File: src/rtl/serial_subtractor.sv
// Bit-serial subtractor: computes a - b - bin one bit per clock, LSB first,
// and reports difference, borrow-out and signed overflow with a valid pulse.
module serial_subtractor #(
    parameter int WIDTH = 8
) (
    input  logic             clk,
    input  logic             rst,
    input  logic             start,
    input  logic [WIDTH-1:0] a,
    input  logic [WIDTH-1:0] b,
    input  logic             bin,
    output logic [WIDTH-1:0] diff,
    output logic             bout,
    output logic             ovf,
    output logic             busy,
    output logic             valid
);

    localparam int CW = $clog2(WIDTH + 1);
    localparam logic [CW-1:0] CNT_LAST = CW'(WIDTH - 1);
    localparam logic [CW-1:0] CNT_ONE  = CW'(1);

    typedef enum logic [1:0] {
        IDLE = 2'b00,
        RUN  = 2'b01,
        DONE = 2'b10
    } state_t;

    state_t           state_q, state_d;
    logic [WIDTH-1:0] a_q, a_d;
    logic [WIDTH-1:0] b_q, b_d;
    logic [WIDTH-1:0] diff_q, diff_d;
    logic [CW-1:0]    cnt_q, cnt_d;
    logic             br_q, br_d;
    logic             bout_q, bout_d;
    logic             ovf_q, ovf_d;
    logic             busy_q, busy_d;
    logic             valid_q, valid_d;

    logic             x_s, y_s, d_s, br_nxt_s;

    // State and datapath registers
    always_ff @(posedge clk or posedge rst) begin
        if (rst) begin
            state_q <= IDLE;
            a_q     <= {WIDTH{1'b0}};
            b_q     <= {WIDTH{1'b0}};
            diff_q  <= {WIDTH{1'b0}};
            cnt_q   <= {CW{1'b0}};
            br_q    <= 1'b0;
            bout_q  <= 1'b0;
            ovf_q   <= 1'b0;
            busy_q  <= 1'b0;
            valid_q <= 1'b0;
        end else begin
            state_q <= state_d;
            a_q     <= a_d;
            b_q     <= b_d;
            diff_q  <= diff_d;
            cnt_q   <= cnt_d;
            br_q    <= br_d;
            bout_q  <= bout_d;
            ovf_q   <= ovf_d;
            busy_q  <= busy_d;
            valid_q <= valid_d;
        end
    end

    // Full-subtractor cell on the current LSBs, next-state and output logic
    always_comb begin
        x_s      = a_q[0];
        y_s      = b_q[0];
        d_s      = x_s ^ y_s ^ br_q;
        br_nxt_s = (~x_s & y_s) | (~(x_s ^ y_s) & br_q);

        state_d  = state_q;
        a_d      = a_q;
        b_d      = b_q;
        diff_d   = diff_q;
        cnt_d    = cnt_q;
        br_d     = br_q;
        bout_d   = bout_q;
        ovf_d    = ovf_q;
        busy_d   = busy_q;
        valid_d  = 1'b0;

        case (state_q)
            IDLE: begin
                if (start) begin
                    a_d     = a;
                    b_d     = b;
                    br_d    = bin;
                    cnt_d   = {CW{1'b0}};
                    busy_d  = 1'b1;
                    state_d = RUN;
                end else begin
                    busy_d  = 1'b0;
                end
            end
            RUN: begin
                a_d    = {1'b0, a_q[WIDTH-1:1]};
                b_d    = {1'b0, b_q[WIDTH-1:1]};
                diff_d = {d_s, diff_q[WIDTH-1:1]};
                br_d   = br_nxt_s;
                cnt_d  = cnt_q + CNT_ONE;
                // On the last bit x_s/y_s are the operand MSBs and d_s is diff's MSB
                if (cnt_q == CNT_LAST) begin
                    state_d = DONE;
                    valid_d = 1'b1;
                    bout_d  = br_nxt_s;
                    ovf_d   = (x_s ^ y_s) & (x_s ^ d_s);
                end else begin
                    state_d = RUN;
                end
            end
            DONE: begin
                busy_d  = 1'b0;
                state_d = IDLE;
            end
            default: begin
                busy_d  = 1'b0;
                state_d = IDLE;
            end
        endcase
    end

    assign diff  = diff_q;
    assign bout  = bout_q;
    assign ovf   = ovf_q;
    assign busy  = busy_q;
    assign valid = valid_q;

endmodule

File: config.mk
export PLATFORM = sky130hd
export DESIGN_NAME = serial_subtractor
export DESIGN_NICKNAME = d
export VERILOG_FILES = /design/src/rtl/serial_subtractor.sv
export SDC_FILE = /design/constraint.sdc
export NUM_CORES = 1
export LEC_CHECK = 0
export BUFFER_PORTS_ARGS = -buffer_cell sky130_fd_sc_hd__buf_2
export CAP_MARGIN = 20
export CORE_MARGIN = 2
export CORE_UTILIZATION = 25
export CTS_CLUSTER_DIAMETER = 100
export CTS_CLUSTER_SIZE = 12
export DETAILED_ROUTE_END_ITERATION = 7
export SYNTH_ARGS = -nofsm -noshare
export SYNTH_HDL_FRONTEND = slang
export SYNTH_SLANG_ARGS = --single-unit
File: constraint.sdc
create_clock -name clk -period 2.8 [get_ports clk]
set_clock_uncertainty 0.05 [all_clocks]
set_input_delay 0.28 -clock clk [delete_from_list [all_inputs] [get_ports clk]]
set_output_delay 0.28 -clock clk [all_outputs]
set_load 0.005 [all_outputs]
# Yosys cells after proc, flatten, opt, wreduce, memory -nomap -nowiden

Cells that the tools add are included.

ROM bits: 0
Register bits: 35
Output and inout port bits: 12
Input port bits: 20
Memories: 0
Logic and storage cells: 42
Bits in latches: 0
RAM bits: 0

Add/sub/neg operators: 1
Shift operators: 0
Order comparisons: 0
Mux-type cells: 15
Eq/ne operators: 3
$mul: 0
Reductions and logical operators: 4
Bitwise gates (word level): 9
Div/mod/pow operators: 0

Operator list:

| cell                                                 | count |
|---|---|
| one-hot mux 8 bit (2 select lines)                   | 2 |
| two-way mux 8 bit                                    | 2 |
| one-hot mux 4 bit (2 select lines)                   | 1 |
| adder 4 x 1 -> 4 bit (second input constant)         | 1 |
| equality test 4 x 3 -> 1 bit (second input constant) | 1 |
| two-way mux 1 bit                                    | 4 |
| two-way mux 2 bit                                    | 2 |
| two-way mux 4 bit                                    | 1 |
| one-hot mux 1 bit (2 select lines)                   | 2 |
| one-hot mux 2 bit (2 select lines)                   | 1 |
| AND reduction 2 bit                                  | 2 |
| bitwise AND 1 bit                                    | 3 |
| bitwise XOR 1 bit                                    | 3 |
| equality test 2 x 1 -> 1 bit (second input constant) | 1 |
| zero test 2 bit                                      | 1 |
| != test 2 bit (second input constant)                | 1 |
| inverter 1 bit                                       | 2 |
| nonzero test 2 bit                                   | 1 |
| OR 1 bit                                             | 1 |

# Depth between registers and ports, before layout

Gate-level depths: netlist (run 1).

Depth after elaboration: 5
Mapped depth: 5

# Least setup slack after synthesis (run 1)

OpenSTA, ideal clock, no wires.

Kind: reg-to-reg
Start: register cnt_q[0]
End: register bout_q (netlist: bout)
Clock period less this slack: 1.328 ns
Slack: 1.472 ns
Buffers on the path: 0
Library setup time: 0.125 ns
Data arrival time: 1.153 ns
Stages on the path, launching flop included: 5
Cells stage by stage: dfrtp_1 > ha_1 > nand2_1 > nor3_4 > mux2_2

Longest elaborated chain between the ends: 2

Ends and longest elaborated chain:

| element                              | RTL line | RTL |
|---|---|---|
| from (decl)                          | 33       | `logic [CW-1:0] cnt_q, cnt_d;` |
| from (signal assigned)               | 49       | `cnt_q <= {CW{1'b0}};` |
| from (signal assigned)               | 60       | `cnt_q <= cnt_d;` |
| equality test 4 x 3 -> 1 bit         | 107      | `if (cnt_q == CNT_LAST) begin` |
| AND reduction 2 bit (no source line) | n/a      |  |
| to (signal assigned)                 | 62       | `bout_q <= bout_d;` |
| to (decl)                            | 35       | `logic bout_q, bout_d;` |

Every way passes these cells.
A chain may end at the register's enable or synchronous reset.

# Final worst setup path (run 1)

Start: register state_q[0]
End: register cnt_q[3]

Longest elaborated chain between the ends: 3

Ends and longest elaborated chain:

| element                                                              | RTL line | RTL |
|---|---|---|
| from (decl)                                                          | 29       | `state_t state_q, state_d;` |
| from (signal assigned)                                               | 56       | `state_q <= state_d;` |
| equality test 2 x 1 -> 1 bit or zero test 2 bit (tied branches)      | 87       | `case (state_q)` |
| nonzero test 2 bit (no source line) or != test 2 bit (tied branches) | n/a      |  |
| AND reduction 2 bit (no source line)                                 | n/a      |  |

Parallel ways exist; a longest one is shown, timed or not.

==> flow_metrics.env, run 1 <==
export IMPL_outcome="completed"
export IMPL_post_route_period_util=0.597
export IMPL_dr_total_vias=1144
export IMPL_wl_per_cell_um=12.0
export IMPL_grt_first_pass_wirelength_um=5290
export IMPL_yosys_area_share_xor_xnor=0.00571
export IMPL_synthesis_nets=171
export IMPL_route_final_wire_length_um=3100
export IMPL_clkLatencyLatePin_ps=290
export IMPL_synth_unique_cells=30
export IMPL_synthesis_area_per_instance_um2=10.4
export IMPL_grt_max_degree=36
export IMPL_mappedNetlistArea_um2=1530
export IMPL_grt_setup_unrepaired="no"
export IMPL_yosysSeqAreaShare=0.571
export IMPL_layout_cells_non_filler=258
export IMPL_worst_setup_path_end_kind="flop"
export IMPL_detailedRoute_firstPassIterationCount=4
export IMPL_ys_dominant_reg_cell="sky130_fd_sc_hd__dfrtp_1"
export IMPL_synthDominantCellAreaShare=0.571
export IMPL_setup_viol=0
export IMPL_setup_worst_path_class="reg -> reg"
export IMPL_design_final_nets=205
export IMPL_track_usage=0.102
export IMPL_die_height_um=82.3
export IMPL_dp_hpwl_um=2180
export IMPL_core_area_um2=5920
export IMPL_yosys_register_bits=35
export IMPL_finalCriticalPeriod_ps=1670
export IMPL_first_global_vias=1149
export IMPL_tightestPinTransition_ps=586
export IMPL_post_synthesis_to_final_layout_area_growth_pct=20.5
export IMPL_final_max_slew_violation_count=0
export IMPL_rows=28
export IMPL_synthArstFlopShare=1.00
export IMPL_cts_tree="done"
export IMPL_grt_remaining_overflow=0
export IMPL_finish_utilization=0.312
export IMPL_yosysTopAreaCell="sky130_fd_sc_hd__dfrtp_1"
export IMPL_p_per_area_nw_per_um2=968
export IMPL_ys_top_cells_by_area="sky130_fd_sc_hd__dfrtp_1 (57%), sky130_fd_sc_hd__nand2_1 (9.6%), sky130_fd_sc_hd__a22oi_1 (5.9%)"
export IMPL_worst_r2r_startpoint="state_q[0]$_DFFE_PP0P_"
export IMPL_dieArea_um2=6770
export IMPL_fmax_ghz=0.599
export IMPL_fp_dieW_um=82.3
export IMPL_post_cts_hold_buffer_count=0
export IMPL_cpMaxStageDelayCell="sky130_fd_sc_hd__dfrtp_1"
export IMPL_crit_start="state_q[0]$_DFFE_PP0P_"
export IMPL_number_of_primary_i_o_pins=32
export IMPL_clock_tree_root_cell="sky130_fd_sc_hd__clkbuf_8"
export IMPL_dominant_combinational_cell_family_by_area_after_synthesis="compound AO/OA/AOI/OAI gates"
export IMPL_yosys_mux_area_fraction=0.0212
export IMPL_synthesized_instance_count=148
export IMPL_cts_path_max_buffers=2
export IMPL_first_iter_violations=54
export IMPL_antenna_found_initial=0
export IMPL_worstSetupStartpointType="flop"
export IMPL_crit_path_cell_trace="nor2b_1 > a41oi_1 > a31oi_1"
export IMPL_hold_viol_final=0
export IMPL_clk_pin_slew_ps=70
export IMPL_yosys_area_share_simple=0.161
export IMPL_maxSlewHeadroom=0.608
export IMPL_worst_hold_path_type="in -> async"
export IMPL_crit_arrival_ps=1820
export IMPL_most_common_layout_cells="sky130_fd_sc_hd__nand2_1 (39), sky130_fd_sc_hd__dfrtp_1 (35), sky130_fd_sc_hd__buf_2 (31)"
export IMPL_post_cts_setup_buffers=0
export IMPL_synth_fa_ha_area_frac=0.0294
export IMPL_postRouteAntennaNets=0
export IMPL_cellLeakagePower_nw=0.889
export IMPL_tns_ps=0
export IMPL_ys_warnings_count=0
export IMPL_drv_cap=0
export IMPL_vdd_ir_drop_worst_uv=301
export IMPL_routed_via_density=4.43
export IMPL_final_layout_size_suffix_gt1_frac=0.257
export IMPL_diodes=0
export IMPL_finalWeightedCongestion=0.700
export IMPL_postCtsResizedCells=0
export IMPL_synth_compound_area_share=0.169
export IMPL_synth_edff_count=0
export IMPL_crit_required_ps=2950
export IMPL_initial_core_util=0.259
export IMPL_cts_buffers=5
export IMPL_numPlacedInstances=250
export IMPL_drt_drc_violations_left=0
export IMPL_worst_path_largest_cell_delay_ps=610
export IMPL_layout_commonest_cell="sky130_fd_sc_hd__nand2_1"
export IMPL_port_buffer_count=31
export IMPL_ctsHtreeMaxLevel=2
export IMPL_cts_sinks=35
export IMPL_worstPathMaxFanout=14
metrics by stage:
step                worst slack [ps]  power, W  cell area (µm²)  hold slack (ps)
detailed placement              1120   0.00146             1770              359
finish                          1130   0.00179             1850             27.0
global route                     967   0.00195             1850             83.2
floorplan                       1470   0.00125             1530              363
CTS                             1090   0.00182             1850             45.5
global placement                1210   0.00143             1770              349
routing by layer:
metal  up-vias  GRT usage  part of all wire
met4         0     0.0350            0.0071
met5         -          0                 0
met3         3     0.0359             0.064
met1       534      0.140              0.51
met2        34      0.150              0.42
li1        573          -                 -
layout make-up:
cell class / instances / area, µm²
Clock buffer: 7 / 76.3
Inverter: 3 / 11.3
Tap cell: 75 / 93.8
Timing Repair Buffer: 36 / 193
Fill cell: 627 / 4070
Clock inverter: 1 / 5.00
Multi-Input combinational cell: 101 / 592
Sequential cell: 35 / 876
Yosys cell counts, drive strengths merged, types with 2 or more instances:
master,count
a21oi,5
a22o,4
a22oi,12
and3b,3
buf,6
clkbuf,3
dfrtp,35
ha,2
inv,3
mux2,2
nand2,39
nand2b,2
nor2,3
nor2b,3
nor3,2
o21ai,16
path summary, 6_finish.rpt:
| path | cells past startpoint | to | slack [ps] |
|---|---|---|---|
| max in group asynchronous | 3 | a_q[3]$_DFFE_PP0P_ | 2360 |
| min | 3 | bout$_DFFE_PP0P_ | 30 |
| min reg2reg | 2 | b_q[1]$_DFFE_PP0P_ | 430 |
| min in group clk | 2 | a_q[7]$_DFFE_PP0P_ | 160 |
| max | 3 | cnt_q[3]$_DFFE_PP0P_ | 1130 |
| max reg2reg | 3 | cnt_q[3]$_DFFE_PP0P_ | 1130 |
worst max-delay path: cells and delay by family, from the launching register on:
kind            cells  cell delay (ps)
flops               1              610
simple gates        1              550
compound gates      2              370
where the power goes:
part / switching, W / leakage, nW / internal [W] / total (W)
registers: 0.000154 / 0.450 / 0.000699 / 0.000853
logic: 0.000302 / 0.397 / 0.000278 / 0.000580
clock network: 0.000179 / 0.0422 / 0.000175 / 0.000354
registers in the layout, indices dropped and copies added, names as in the netlist:
register,count
a_q,8
b_q,8
bout,1
br_q,1
busy,1
cnt_q,4
diff,8
ovf,1
state_q,2
valid,1
cell families after synthesis:
family / Yosys count
flip-flops: 35
AND/OR/NAND/NOR: 53
XOR/XNOR: 1
multiplexers: 3
AO/OA/AOI/OAI: 41
buffers and inverters: 12
adder cells (fa/ha/maj): 3
Power figures use the tool's default switching activity.
==> run 2, diff against run 1 <==
==> constraint.sdc (replaced) <==
create_clock -name clk -period 1.4 [get_ports clk]
set_clock_uncertainty 0.05 [all_clocks]
set_input_delay 0.14 -clock clk [delete_from_list [all_inputs] [get_ports clk]]
set_output_delay 0.14 -clock clk [all_outputs]
set_load 0.005 [all_outputs]
==> flow_metrics.env, run 2 (synthesis results as in run 1) <==
export IMPL_tightestPinTransition_ps=447
export IMPL_postRouteAntennaNets=0
export IMPL_cellLeakagePower_nw=0.975
export IMPL_outcome="completed"
export IMPL_total_power_w=0.00391
export IMPL_most_common_layout_cells="sky130_fd_sc_hd__nand2_1 (38), sky130_fd_sc_hd__dfrtp_1 (34), sky130_fd_sc_hd__buf_2 (31)"
export IMPL_ctsHtreeMaxLevel=2
export IMPL_number_of_primary_i_o_pins=32
export IMPL_worstPathMaxFanout=3
export IMPL_clkLatencyLatePin_ps=280
export IMPL_dieArea_um2=6770
export IMPL_layout_commonest_cell="sky130_fd_sc_hd__nand2_1"
export IMPL_layout_cells_non_filler=272
export IMPL_worstSetupStartpointType="flop"
export IMPL_antenna_found_initial=0
export IMPL_first_global_vias=1152
export IMPL_rows=28
export IMPL_finalCriticalPeriod_ps=1360
export IMPL_dr_total_vias=1201
export IMPL_grt_max_degree=36
export IMPL_post_route_period_util=0.975
export IMPL_cts_path_max_buffers=2
export IMPL_track_usage=0.101
export IMPL_design_final_nets=219
export IMPL_setup_worst_path_class="reg -> reg"
export IMPL_final_layout_size_suffix_gt1_frac=0.330
export IMPL_hold_start="a[7]"
export IMPL_finalWeightedCongestion=0.733
export IMPL_first_iter_violations=45
export IMPL_drt_drc_violations_left=0
export IMPL_port_buffer_count=31
export IMPL_post_synthesis_to_final_layout_area_growth_pct=30.8
export IMPL_hold_ws_ps=28.0
export IMPL_final_max_slew_violation_count=0
export IMPL_core_area_um2=5920
export IMPL_dp_hpwl_um=2290
export IMPL_fp_dieW_um=82.3
export IMPL_cts_sinks=35
export IMPL_worst_setup_path_end_kind="flop"
export IMPL_post_route_worst_setup_slack_ps=35.3
export IMPL_grt_first_pass_wirelength_um=5240
export IMPL_cts_buffers=5
export IMPL_detailedRoute_firstPassIterationCount=4
export IMPL_crit_required_ps=1510
export IMPL_drv_cap=0
export IMPL_pre_cts_ws_ps=19.9
export IMPL_clock_tree_root_cell="sky130_fd_sc_hd__clkbuf_8"
export IMPL_routed_via_density=4.42
export IMPL_grt_remaining_overflow=0
export IMPL_cts_tree="done"
export IMPL_die_height_um=82.3
export IMPL_detailed_place_area_um2=1850
export IMPL_maxSlewHeadroom=0.702
export IMPL_wl_per_cell_um=11.9
export IMPL_hold_viol_final=0
export IMPL_worst_hold_path_type="in -> reg"
export IMPL_setup_viol=0
export IMPL_clk_pin_slew_ps=70
export IMPL_vdd_ir_drop_worst_uv=675
export IMPL_route_final_wire_length_um=3240
export IMPL_worst_r2r_startpoint="cnt_q[0]$_DFFE_PP0P_"
export IMPL_crit_start="cnt_q[0]$_DFFE_PP0P_"
export IMPL_fmax_ghz=0.733
export IMPL_diodes=0
export IMPL_final_instance_area_um2=2000
export IMPL_p_per_area_nw_per_um2=1950
export IMPL_numPlacedInstances=261
export IMPL_crit_arrival_ps=1480
export IMPL_initial_core_util=0.259
run 2: final timing paths:
| path | depth (start not counted) | slack, ps | endpoint |
|---|---|---|---|
| min in group asynchronous | 4 | 450 | diff[7]$_DFFE_PP0P_ |
| max reg2reg | 4 | 40 | ovf$_DFFE_PP0P_ |
| max in group asynchronous | 4 | 510 | state_q[0]$_DFFE_PP0P_ |
| min | 2 | 30 | a_q[7]$_DFFE_PP0P_ |
| min reg2reg | 2 | 420 | diff[0]$_DFFE_PP0P_ |
| max | 4 | 40 | ovf$_DFFE_PP0P_ |
run 2: critical path: stages, from the launching register on:
cell and delay, ps:
sky130_fd_sc_hd__dfrtp_1 390, sky130_fd_sc_hd__ha_4 160, sky130_fd_sc_hd__nand2_2 80, sky130_fd_sc_hd__nor3_4 250, sky130_fd_sc_hd__mux2_4 320
run 2: report_power, final:
| part | switching [W] | internal (W) |
|---|---|---|
| Sequential | 0.000286 | 0.00140 |
| Clock | 0.000341 | 0.000449 |
| Combinational | 0.000691 | 0.000745 |
run 2: layer usage:
metal  up-vias  wire [µm]  global-route usage
met2        31       1460               0.158
li1        607          -                   -
met5         -          0                   0
met1       559       1580               0.133
met4         0         26              0.0350
met3         4        180              0.0315
run 2: final cells by class:
| class | count | area, µm² |
|---|---|---|
| inverter | 3 | 11.3 |
| multi-input combinational | 101 | 622 |
| fill | 620 | 3920 |
| clock buffer | 8 | 100 |
| sequential | 35 | 877 |
| timing repair buffer | 50 | 300 |
| tap | 75 | 93.8 |
run 2: what timing repair did:
action,4_1_cts,5_1_grt
resized for setup,0,8
hold endpoints to repair,35,0
setup buffers,0,2
endpoints found under the setup margin,0,15
hold buffers,1,0
run 2: stage by stage:
step,utilization,TNS [ps]
4_1_cts,0.331,0
2_1_floorplan,-,0
6_report,0.339,0
3_3_place_gp,0.312,0
5_1_grt,0.339,-52.8
3_5_place_dp,0.312,0
==> run 3, diff against run 2 <==
--- a/config.mk
+++ b/config.mk
@@ -5,7 +5,7 @@
 export SDC_FILE = /design/constraint.sdc
 export NUM_CORES = 1
 export LEC_CHECK = 0
-export BUFFER_PORTS_ARGS = -buffer_cell sky130_fd_sc_hd__buf_2
+export BUFFER_PORTS_ARGS = -buffer_cell sky130_fd_sc_hd__buf_4
 export CAP_MARGIN = 20
 export CORE_MARGIN = 2
 export CORE_UTILIZATION = 25
==> flow_metrics.env, run 3 (synthesis results as in run 1) <==
export IMPL_dieArea_um2=6770
export IMPL_routed_via_density=4.46
export IMPL_track_usage=0.103
export IMPL_worstHoldEndpoint="b_q[7]$_DFFE_PP0P_"
export IMPL_setup_worst_path_class="reg -> reg"
export IMPL_worst_hold_path_num_cells=2
export IMPL_clkLatencyLatePin_ps=280
export IMPL_detailedRoute_firstPassIterationCount=4
export IMPL_layout_commonest_cell="sky130_fd_sc_hd__buf_4"
export IMPL_outcome="completed"
export IMPL_clk_pin_slew_ps=70
export IMPL_diodes=0
export IMPL_crit_arrival_ps=1460
export IMPL_fmax_ghz=0.748
export IMPL_final_instance_area_um2=2070
export IMPL_finalWeightedCongestion=0.779
export IMPL_crit_required_ps=1520
export IMPL_detailed_place_area_um2=1930
export IMPL_most_common_layout_cells="sky130_fd_sc_hd__buf_4 (49), sky130_fd_sc_hd__nand2_1 (38), sky130_fd_sc_hd__dfrtp_1 (34)"
export IMPL_core_area_um2=5920
export IMPL_maxSlewHeadroom=0.703
export IMPL_wl_per_cell_um=11.8
export IMPL_worst_hold_path_type="in -> reg"
export IMPL_number_of_primary_i_o_pins=32
export IMPL_clock_tree_root_cell="sky130_fd_sc_hd__clkbuf_8"
export IMPL_p_per_area_nw_per_um2=1910
export IMPL_cts_tree="done"
export IMPL_worstPathMaxFanout=3
export IMPL_grt_remaining_overflow=0
export IMPL_grt_setup_unrepaired="yes"
export IMPL_rrSetupSlack_ps=60
export IMPL_die_height_um=82.3
export IMPL_drv_cap=0
export IMPL_hold_viol_final=0
export IMPL_hold_ws_ps=24.7
export IMPL_design_final_nets=219
export IMPL_fp_dieW_um=82.3
export IMPL_postRouteAntennaNets=0
export IMPL_setup_viol=0
export IMPL_final_layout_size_suffix_gt1_frac=0.327
export IMPL_post_synthesis_to_final_layout_area_growth_pct=35.2
export IMPL_hold_start="b[7]"
export IMPL_timing_rr_end="ovf$_DFFE_PP0P_"
export IMPL_cts_sinks=35
export IMPL_cts_path_max_buffers=2
export IMPL_layout_area_seq_um2=877
export IMPL_drt_drc_violations_left=0
export IMPL_worst_r2r_startpoint="cnt_q[1]$_DFFE_PP0P_"
export IMPL_multiInputGateArea_um2=624
export IMPL_antenna_found_initial=0
export IMPL_tightestPinTransition_ps=446
export IMPL_initial_core_util=0.259
export IMPL_cts_buffers=5
export IMPL_filler_cell_count=614
export IMPL_rows=28
export IMPL_post_route_period_util=0.955
export IMPL_cellLeakagePower_nw=1.00
export IMPL_dr_total_vias=1209
export IMPL_grt_max_degree=36
export IMPL_first_iter_violations=65
export IMPL_worstSetupStartpointType="flop"
export IMPL_ctsHtreeMaxLevel=2
export IMPL_worst_setup_path_end_kind="flop"
export IMPL_route_final_wire_length_um=3190
export IMPL_finalCriticalPeriod_ps=1340
export IMPL_first_global_vias=1182
export IMPL_timing_reg2reg_worst_path_depth=4
export IMPL_dp_hpwl_um=2270
export IMPL_port_buffer_count=31
export IMPL_grt_first_pass_wirelength_um=5340
export IMPL_vdd_ir_drop_worst_uv=606
export IMPL_final_max_slew_violation_count=0
## run 3: cell count changes in the layout (fill, tap and decap cells not counted)
cell	before	now
sky130_fd_sc_hd__clkinv_2	0	1
sky130_fd_sc_hd__nand2_2	1	0
sky130_fd_sc_hd__clkbuf_8	7	6
sky130_fd_sc_hd__fa_2	1	0
sky130_fd_sc_hd__buf_4	18	49
sky130_fd_sc_hd__buf_2	31	0
sky130_fd_sc_hd__fa_1	0	1
sky130_fd_sc_hd__nand2_4	0	1
sky130_fd_sc_hd__clkbuf_1	1	0
## run 3: critical path, stage by stage (launching register included)
cell                      delay, ps
sky130_fd_sc_hd__dfrtp_1        390
sky130_fd_sc_hd__ha_4           170
sky130_fd_sc_hd__nand2_4         50
sky130_fd_sc_hd__nor3_4         240
sky130_fd_sc_hd__mux2_4         320
## run 3: power by group
part / switching [W] / leakage (nW) / internal [W]
logic: 0.000688 / 0.505 / 0.000833
registers: 0.000296 / 0.449 / 0.00140
clock network: 0.000350 / 0.0470 / 0.000386
## run 3: repair_timing
item | in CTS | in global routing
endpoints found under the hold margin | 35 | 0
resized for setup | 0 | 8
buffers inserted | 0 | 2
hold buffers | 1 | 0
endpoints found under the setup margin | 0 | 11
## run 3: cell type report
| type | count | area share |
|---|---|---|
| clock buffers | 6 | 0.0399 |
| clock inverters | 1 | 0.00242 |
| inverters | 3 | 0.00543 |
| multi-input cells | 101 | 0.301 |
| flip-flops and latches | 35 | 0.423 |
| well taps | 75 | 0.0453 |
| repair buffers | 50 | 0.182 |
## run 3: worst max path at each step
stage	start	end	slack, ps
3_3_place_gp	state_q[0]$_DFFE_PP0P_	b_q[4]$_DFFE_PP0P_	60
5_1_grt	cnt_q[1]$_DFFE_PP0P_	ovf$_DFFE_PP0P_	-5
2_1_floorplan	cnt_q[0]$_DFFE_PP0P_	bout$_DFFE_PP0P_	70
6_report	cnt_q[1]$_DFFE_PP0P_	ovf$_DFFE_PP0P_	60
3_5_place_dp	cnt_q[0]$_DFFE_PP0P_	ovf$_DFFE_PP0P_	40
4_1_cts	cnt_q[0]$_DFFE_PP0P_	ovf$_DFFE_PP0P_	20
## run 3: metal layers
metal  global-route usage  vias up  part of all wire
li1                     -      599                 -
met1                0.138      571              0.46
met2                0.151       35              0.45
met3               0.0370        4             0.077
met4               0.0417        0            0.0082
met5                    0        -                 0
## run 3: through the flow
step	cells	worst slack (ps)	power [W]	utilization	TNS, ps
global placement	261	61.4	0.00312	0.325	0
floorplan	148	72.4	0.00251	-	0
finish	271	63.0	0.00395	0.350	0
CTS	269	24.1	0.00391	0.342	0
global route	271	-5.37	0.00432	0.350	-5.37
detailed placement	261	36.7	0.00316	0.325	0
